==> config.mk <==
export PLATFORM = sky130hd
export DESIGN_NAME = locked_queue_arbiter
export DESIGN_NICKNAME = d
export VERILOG_FILES = /design/src/rtl/locked_arb_pkg.sv /design/src/rtl/id_fifo.sv /design/src/rtl/locked_queue_arbiter.sv
export SDC_FILE = /design/constraint.sdc
export NUM_CORES = 1
export LEC_CHECK = 0
export BUFFER_PORTS_ARGS = -buffer_cell sky130_fd_sc_hd__buf_2
export CORE_MARGIN = 4
export CORE_UTILIZATION = 50
export CTS_CLUSTER_SIZE = 14
export DETAILED_ROUTE_END_ITERATION = 10
export GPL_ROUTABILITY_DRIVEN = 0
export PLACE_DENSITY = 0.73
export SLEW_MARGIN = 10
export SYNTH_ARGS = -nofsm -noshare
export SYNTH_HDL_FRONTEND = slang
export SYNTH_SLANG_ARGS = --single-unit
export TNS_END_PERCENT = 30
==> constraint.sdc <==
create_clock -name clock -period 5.4 [get_ports clock]
set_input_delay 1.62 -clock clock [delete_from_list [all_inputs] [get_ports clock]]
set_output_delay 1.62 -clock clock [all_outputs]
set_load 0.01 [all_outputs]
==> src/rtl/locked_arb_pkg.sv <==
// rtl/locked_arb_pkg.sv - shared types and helpers for the locked FIFO arbiter
package locked_arb_pkg;

   localparam int NUM_REQ = 4;
   localparam int QDEPTH  = 4;

   typedef logic [1:0] req_id_t;

   typedef enum logic [1:0] {
      IDLE    = 2'd0,
      GRANT   = 2'd1,
      RELEASE = 2'd2
   } state_t;

   function automatic logic [NUM_REQ-1:0] onehot4(input req_id_t id);
      return 4'b0001 << id;
   endfunction

endpackage

==> src/rtl/id_fifo.sv <==
// rtl/id_fifo.sv - 4-deep requester-ID queue with ordered multi-push and single pop
module id_fifo
   import locked_arb_pkg::*;
(
   input  logic               clock,
   input  logic               reset_n,
   input  logic [NUM_REQ-1:0] push_vec,
   input  logic               pop,
   output req_id_t            head,
   output logic [2:0]         count
);

   req_id_t    q   [QDEPTH];
   req_id_t    q_n [QDEPTH];
   logic [2:0] count_n;

   // Pop shifts the old head out first, so pushes land behind the survivors.
   always_comb begin
      q_n     = q;
      count_n = count;
      if (pop && count != 3'd0) begin
         for (int i = 0; i < QDEPTH - 1; i++) begin
            q_n[i] = q[i+1];
         end
         q_n[QDEPTH-1] = '0;
         count_n       = count - 3'd1;
      end
      for (int i = 0; i < NUM_REQ; i++) begin
         if (push_vec[i] && count_n < 3'(QDEPTH)) begin
            q_n[count_n[1:0]] = req_id_t'(i);
            count_n           = count_n + 3'd1;
         end
      end
   end

   always_ff @(posedge clock or negedge reset_n) begin
      if (!reset_n) begin
         for (int i = 0; i < QDEPTH; i++) begin
            q[i] <= '0;
         end
         count <= '0;
      end else begin
         q     <= q_n;
         count <= count_n;
      end
   end

   assign head = q[0];

endmodule

==> src/rtl/locked_queue_arbiter.sv <==
// rtl/locked_queue_arbiter.sv - key-locked 4-requester FIFO-ordered grant arbiter
module locked_queue_arbiter
   import locked_arb_pkg::*;
#(
   parameter int                  KEY_W       = 3,
   parameter logic [4*KEY_W-1:0]  CORRECT_KEY = 12'b101_011_110_001
)
(
   input  logic               clock,
   input  logic               reset_n,
   input  logic [NUM_REQ-1:0] request,
   input  logic [KEY_W-1:0]   keyinput,
   output logic [NUM_REQ-1:0] grant_o,
   output logic               busy_o
);

   logic [NUM_REQ-1:0] req_r;
   logic [NUM_REQ-1:0] req_d;
   logic [NUM_REQ-1:0] pending;
   logic [NUM_REQ-1:0] rise;
   logic [NUM_REQ-1:0] push_vec;
   logic [NUM_REQ-1:0] pop_mask;
   logic [1:0]         cnt;
   logic [2:0]         count;
   logic               pop;
   logic               key_ok;
   state_t             state;
   req_id_t            head;
   req_id_t            gid;
   req_id_t            gid_sel;

   assign rise     = req_r & ~req_d;
   assign push_vec = rise & ~pending & ~grant_o;
   assign pop      = (state == IDLE) && (count != 3'd0);
   assign pop_mask = pop ? onehot4(head) : '0;

   // A wrong slice quietly rotates the grantee to the next requester ID.
   assign key_ok  = (keyinput == CORRECT_KEY[int'(cnt)*KEY_W +: KEY_W]);
   assign gid_sel = key_ok ? head : head + 2'd1;

   id_fifo u_id_fifo (
      .clock    (clock),
      .reset_n  (reset_n),
      .push_vec (push_vec),
      .pop      (pop),
      .head     (head),
      .count    (count)
   );

   always_ff @(posedge clock or negedge reset_n) begin
      if (!reset_n) begin
         req_r   <= '0;
         req_d   <= '0;
         pending <= '0;
         cnt     <= '0;
         state   <= IDLE;
         gid     <= '0;
         grant_o <= '0;
         busy_o  <= 1'b0;
      end else begin
         req_r   <= request;
         req_d   <= req_r;
         cnt     <= cnt + 2'd1;
         pending <= (pending & ~pop_mask) | push_vec;
         case (state)
            IDLE: begin
               if (pop && req_r[gid_sel]) begin
                  gid     <= gid_sel;
                  grant_o <= onehot4(gid_sel);
                  busy_o  <= 1'b1;
                  state   <= GRANT;
               end
            end
            GRANT: begin
               if (!req_r[gid]) begin
                  grant_o <= '0;
                  busy_o  <= 1'b0;
                  state   <= RELEASE;
               end
            end
            RELEASE: state <= IDLE;
            default: state <= IDLE;
         endcase
      end
   end

endmodule

==> impl_metrics.prom <==
# TYPE chip_impl_metric gauge
chip_impl_metric{name="timing.final.crit_period",unit="ns"} 3.97
chip_impl_metric{name="clockBufferDepth",unit=""} 2
chip_impl_metric{name="dr.pass1.iters",unit=""} 4
chip_impl_info{name="cts_tree",value="yes"} 1
chip_impl_info{name="synth_top_cells_by_count",value="dfrtp_1, ha_1, nand2_1, inv_1, a21oi_1"} 1
chip_impl_metric{name="start_util",unit=""} 0.535
chip_impl_metric{name="hpwlAfterDp",unit="um"} 3170
chip_impl_metric{name="path_clk_slew",unit="ns"} 0.08
chip_impl_metric{name="async_reset_ff_frac",unit=""} 1.00
chip_impl_metric{name="remaining_drc_errors",unit=""} 0
chip_impl_metric{name="cts_setup_buffers",unit=""} 0
chip_impl_metric{name="num_io_pins",unit=""} 14
chip_impl_info{name="setup.worst_path.class",value="reg -> reg"} 1
chip_impl_metric{name="synth_edf_count",unit=""} 0
chip_impl_metric{name="cts.sink_count",unit=""} 34
chip_impl_metric{name="number_of_hold_repair_buffers_added_at_the_cts_stage",unit=""} 0
chip_impl_metric{name="fraction_of_final_layout_cells_with_drive_strength_greater_than_1",unit=""} 0.157
chip_impl_metric{name="cts_made_buffers",unit=""} 5
chip_impl_metric{name="fin_worst_skew",unit="ns"} 0.0114
chip_impl_metric{name="peakVddDrop",unit="mV"} 0.268
chip_impl_info{name="ys.flop_type",value="dfrtp_1"} 1
chip_impl_metric{name="clk-insertion-delay-late",unit="ns"} 0.29
chip_impl_metric{name="vias",unit=""} 1490
chip_impl_metric{name="synth_cell_type_count",unit=""} 42
chip_impl_metric{name="slew_headroom",unit=""} 0.471
chip_impl_info{name="r2r-start",value="u_id_fifo.count[0]"} 1
chip_impl_metric{name="yosys.area.top_type_share",unit=""} 0.422
chip_impl_metric{name="fp.dieArea",unit="sq um"} 5110
chip_impl_info{name="synthTopCellsByArea",value="dfrtp_1, ha_1, mux2i_1, a21oi_1, nand2_1"} 1
chip_impl_metric{name="placement_rows",unit=""} 22
chip_impl_info{name="ctsRootBufferMaster",value="clkbuf_8"} 1
chip_impl_metric{name="timing.critical_path.required",unit="ns"} 5.58
chip_impl_metric{name="ys_ff_latch",unit=""} 34
chip_impl_metric{name="routed_wirelength_normalized_by_instance_count",unit="um"} 16.0
chip_impl_metric{name="power_density",unit="nW/um^2"} 687
chip_impl_metric{name="totalNegativeSetupSlack",unit="ns"} 0
chip_impl_metric{name="finalHoldViolCount",unit=""} 0
chip_impl_metric{name="cap_violations",unit=""} 0
chip_impl_metric{name="fmax",unit="GHz"} 0.252
chip_impl_metric{name="post_synth_instance_area",unit="sq um"} 2020
chip_impl_metric{name="netlist_instances",unit=""} 195
chip_impl_metric{name="first_pass_grt_wire_length",unit="um"} 6900
chip_impl_metric{name="final-max-slew-violation-count",unit=""} 0
chip_impl_info{name="min-delay-path-class",value="reg -> reg"} 1
chip_impl_metric{name="number_of_global_route_vias_before_repair",unit=""} 1486
chip_impl_metric{name="ff2ff_setup_slack",unit="ns"} 1.43
chip_impl_metric{name="leak_pwr",unit="nW"} 1.05
chip_impl_metric{name="ant_nets",unit=""} 0
chip_impl_info{name="yosysMostFrequentCell",value="dfrtp_1"} 1
chip_impl_info{name="outcome",value="finished clean"} 1
chip_impl_info{name="crit_end",value="u_id_fifo.head[1]"} 1
chip_impl_metric{name="cts_max_level",unit=""} 2
chip_impl_metric{name="postLayoutSetupSlackWorst",unit="ns"} 1.43
chip_impl_metric{name="routed_wire_length",unit="um"} 4140
chip_impl_metric{name="core_region_area",unit="sq um"} 3770
chip_impl_info{name="critPathLaunchType",value="flip-flop"} 1
chip_impl_metric{name="syn2layout_area_growth",unit="%"} 10.8
chip_impl_metric{name="arrival",unit="ns"} 4.16
chip_impl_info{name="start_point_of_the_critical_path",value="u_id_fifo.count[0]"} 1
chip_impl_metric{name="power.total",unit="mW"} 1.53
chip_impl_metric{name="die_w",unit="um"} 71.5
chip_impl_metric{name="initialDrtViolationCount",unit=""} 91
chip_impl_metric{name="antenna_violations_before_repair",unit=""} 0
chip_impl_metric{name="synth_fp_nets",unit=""} 223
chip_impl_metric{name="grt_max_degree",unit=""} 35
chip_impl_metric{name="setup_viol_count_final",unit=""} 0
chip_impl_metric{name="ff2ff_path_depth",unit=""} 15
chip_impl_metric{name="port_buffers",unit=""} 13
chip_impl_metric{name="synth_area_per_cell",unit="sq um"} 10.3
chip_impl_metric{name="filler_cell_count",unit=""} 310
chip_impl_info{name="rsz0062_at_grt",value="no"} 1
chip_impl_metric{name="post_drt_via_cell_ratio",unit=""} 5.78
chip_impl_metric{name="cts_resized",unit=""} 0
chip_impl_metric{name="floorplan.die.height",unit="um"} 71.5
chip_impl_metric{name="dpl_worst_slack",unit="ns"} 1.49
chip_impl_metric{name="gr-total-overflow",unit=""} 0
chip_impl_info{name="critPathCaptureType",value="flip-flop"} 1
chip_impl_metric{name="n_antenna_cell",unit=""} 0
chip_impl_metric{name="fin_crit_sh",unit=""} 0.736
chip_impl_info{name="yosysTopAreaCell",value="dfrtp_1"} 1
chip_impl_metric{name="grt_usage",unit=""} 0.174
chip_impl_info{name="reg2reg_to",value="u_id_fifo.head[1]"} 1
chip_impl_metric{name="critPathMaxFanout",unit=""} 10
chip_impl_metric{name="design.final.nets",unit=""} 237
chip_impl_metric{name="yosysWarningCount",unit=""} 0
chip_impl_metric{name="timing_worst_slew_pin_value",unit="ns"} 0.783
chip_impl_metric{name="ys_seq_area_frac",unit=""} 0.422
[worst max-delay path, cell delays in order, from the launching register on]
cell and delay (ns):
dfrtp_1 0.37, inv_1 0.05, ha_1 0.19, ha_1 0.21, or3_1 0.40, mux2i_1 0.35, ha_1 0.18, nand2_1 0.05
o22ai_1 0.32, inv_1 0.11, ha_1 0.23, nand2_1 0.09, nand3_1 0.12, nor2_1 0.50, mux2_2 0.46, o31ai_1 0.24
[placed cells by master, fill, tap and decap left out, types with 2 or more instances in the layout]
master      instances
mux2i_1            12
o21ai_1             4
inv_1              16
nand2_1            18
buf_2              13
xnor2_1             5
ha_1               19
a21oi_1            14
a221oi_1            3
mux2_2              3
clkbuf_8            5
xor2_1              3
mux4_2              2
nand3_1             7
nor2_1              5
nor4b_1             4
dfrtp_1            34
clkinvlp_4          2
o21ai_0             3
a21o_1              7
o31ai_1             7
[layer usage]
layer  up-vias  wire (um)  global-route usage
li1        728          -                   -
met1       730       1960               0.219
met2        26       1970               0.280
met3         6        149              0.0533
met4         0         64              0.0689
met5         -          0                   0
[worst min-delay path by stage]
| stage | startpoint | end | slack [ns] | depth (start not counted) |
|---|---|---|---|---|
| after floorplan | req_r[1] | req_d[1] | 0.40 | 0 |
| after global placement | req_r[3] | req_d[3] | 0.45 | 0 |
| after detailed placement | req_r[3] | req_d[3] | 0.45 | 0 |
| after CTS | cnt[0] | cnt[0] | 0.47 | 1 |
| after global routing | req_r[3] | req_d[3] | 0.49 | 0 |
| final | cnt[0] | cnt[0] | 0.47 | 1 |
[power by group]
part	switching [mW]	internal (mW)
clock network	0.0948	0.137
registers	0.0585	0.330
logic	0.569	0.345
[stage by stage]
step	util	cells	area, sq um	hold WS [ns]
floorplan	-	195	2020	0.401
finish	0.592	258	2230	0.465
global route	0.592	258	2230	0.493
detailed placement	0.562	250	2120	0.454
global placement	0.562	250	2120	0.450
CTS	0.592	258	2230	0.471
[cell families after synthesis]
family                     share of synthesized area
DFF                                            0.422
and+or+nand+nor                                0.129
AOI/OAI and AO/OA                              0.154
muxes                                         0.0987
adders and majority gates                      0.118
xor gates and xnor gates                      0.0348
buffers and inverters                         0.0441
[sequential cells by signal (all words and copies together) (netlist names)]
| name | count |
|---|---|
| busy_o | 1 |
| cnt | 2 |
| gid | 2 |
| grant_o | 4 |
| pending | 4 |
| req_d | 4 |
| req_r | 4 |
| state | 2 |
| u_id_fifo.count | 3 |
| u_id_fifo.head | 2 |
| u_id_fifo.q | 6 |
[area by class of cell]
type / count / area, sq um / share of cell area
Clock inverter: 3 / 45.0 / 0.0202
Tap cell: 48 / 60.1 / 0.0269
Sequential cell: 34 / 851 / 0.381
Timing Repair Buffer: 14 / 72.6 / 0.0325
Clock buffer: 5 / 68.8 / 0.0308
Inverter: 16 / 60.1 / 0.0269
Multi-Input combinational cell: 138 / 1080 / 0.482
No activity file was read; power rests on OpenSTA's default activity.
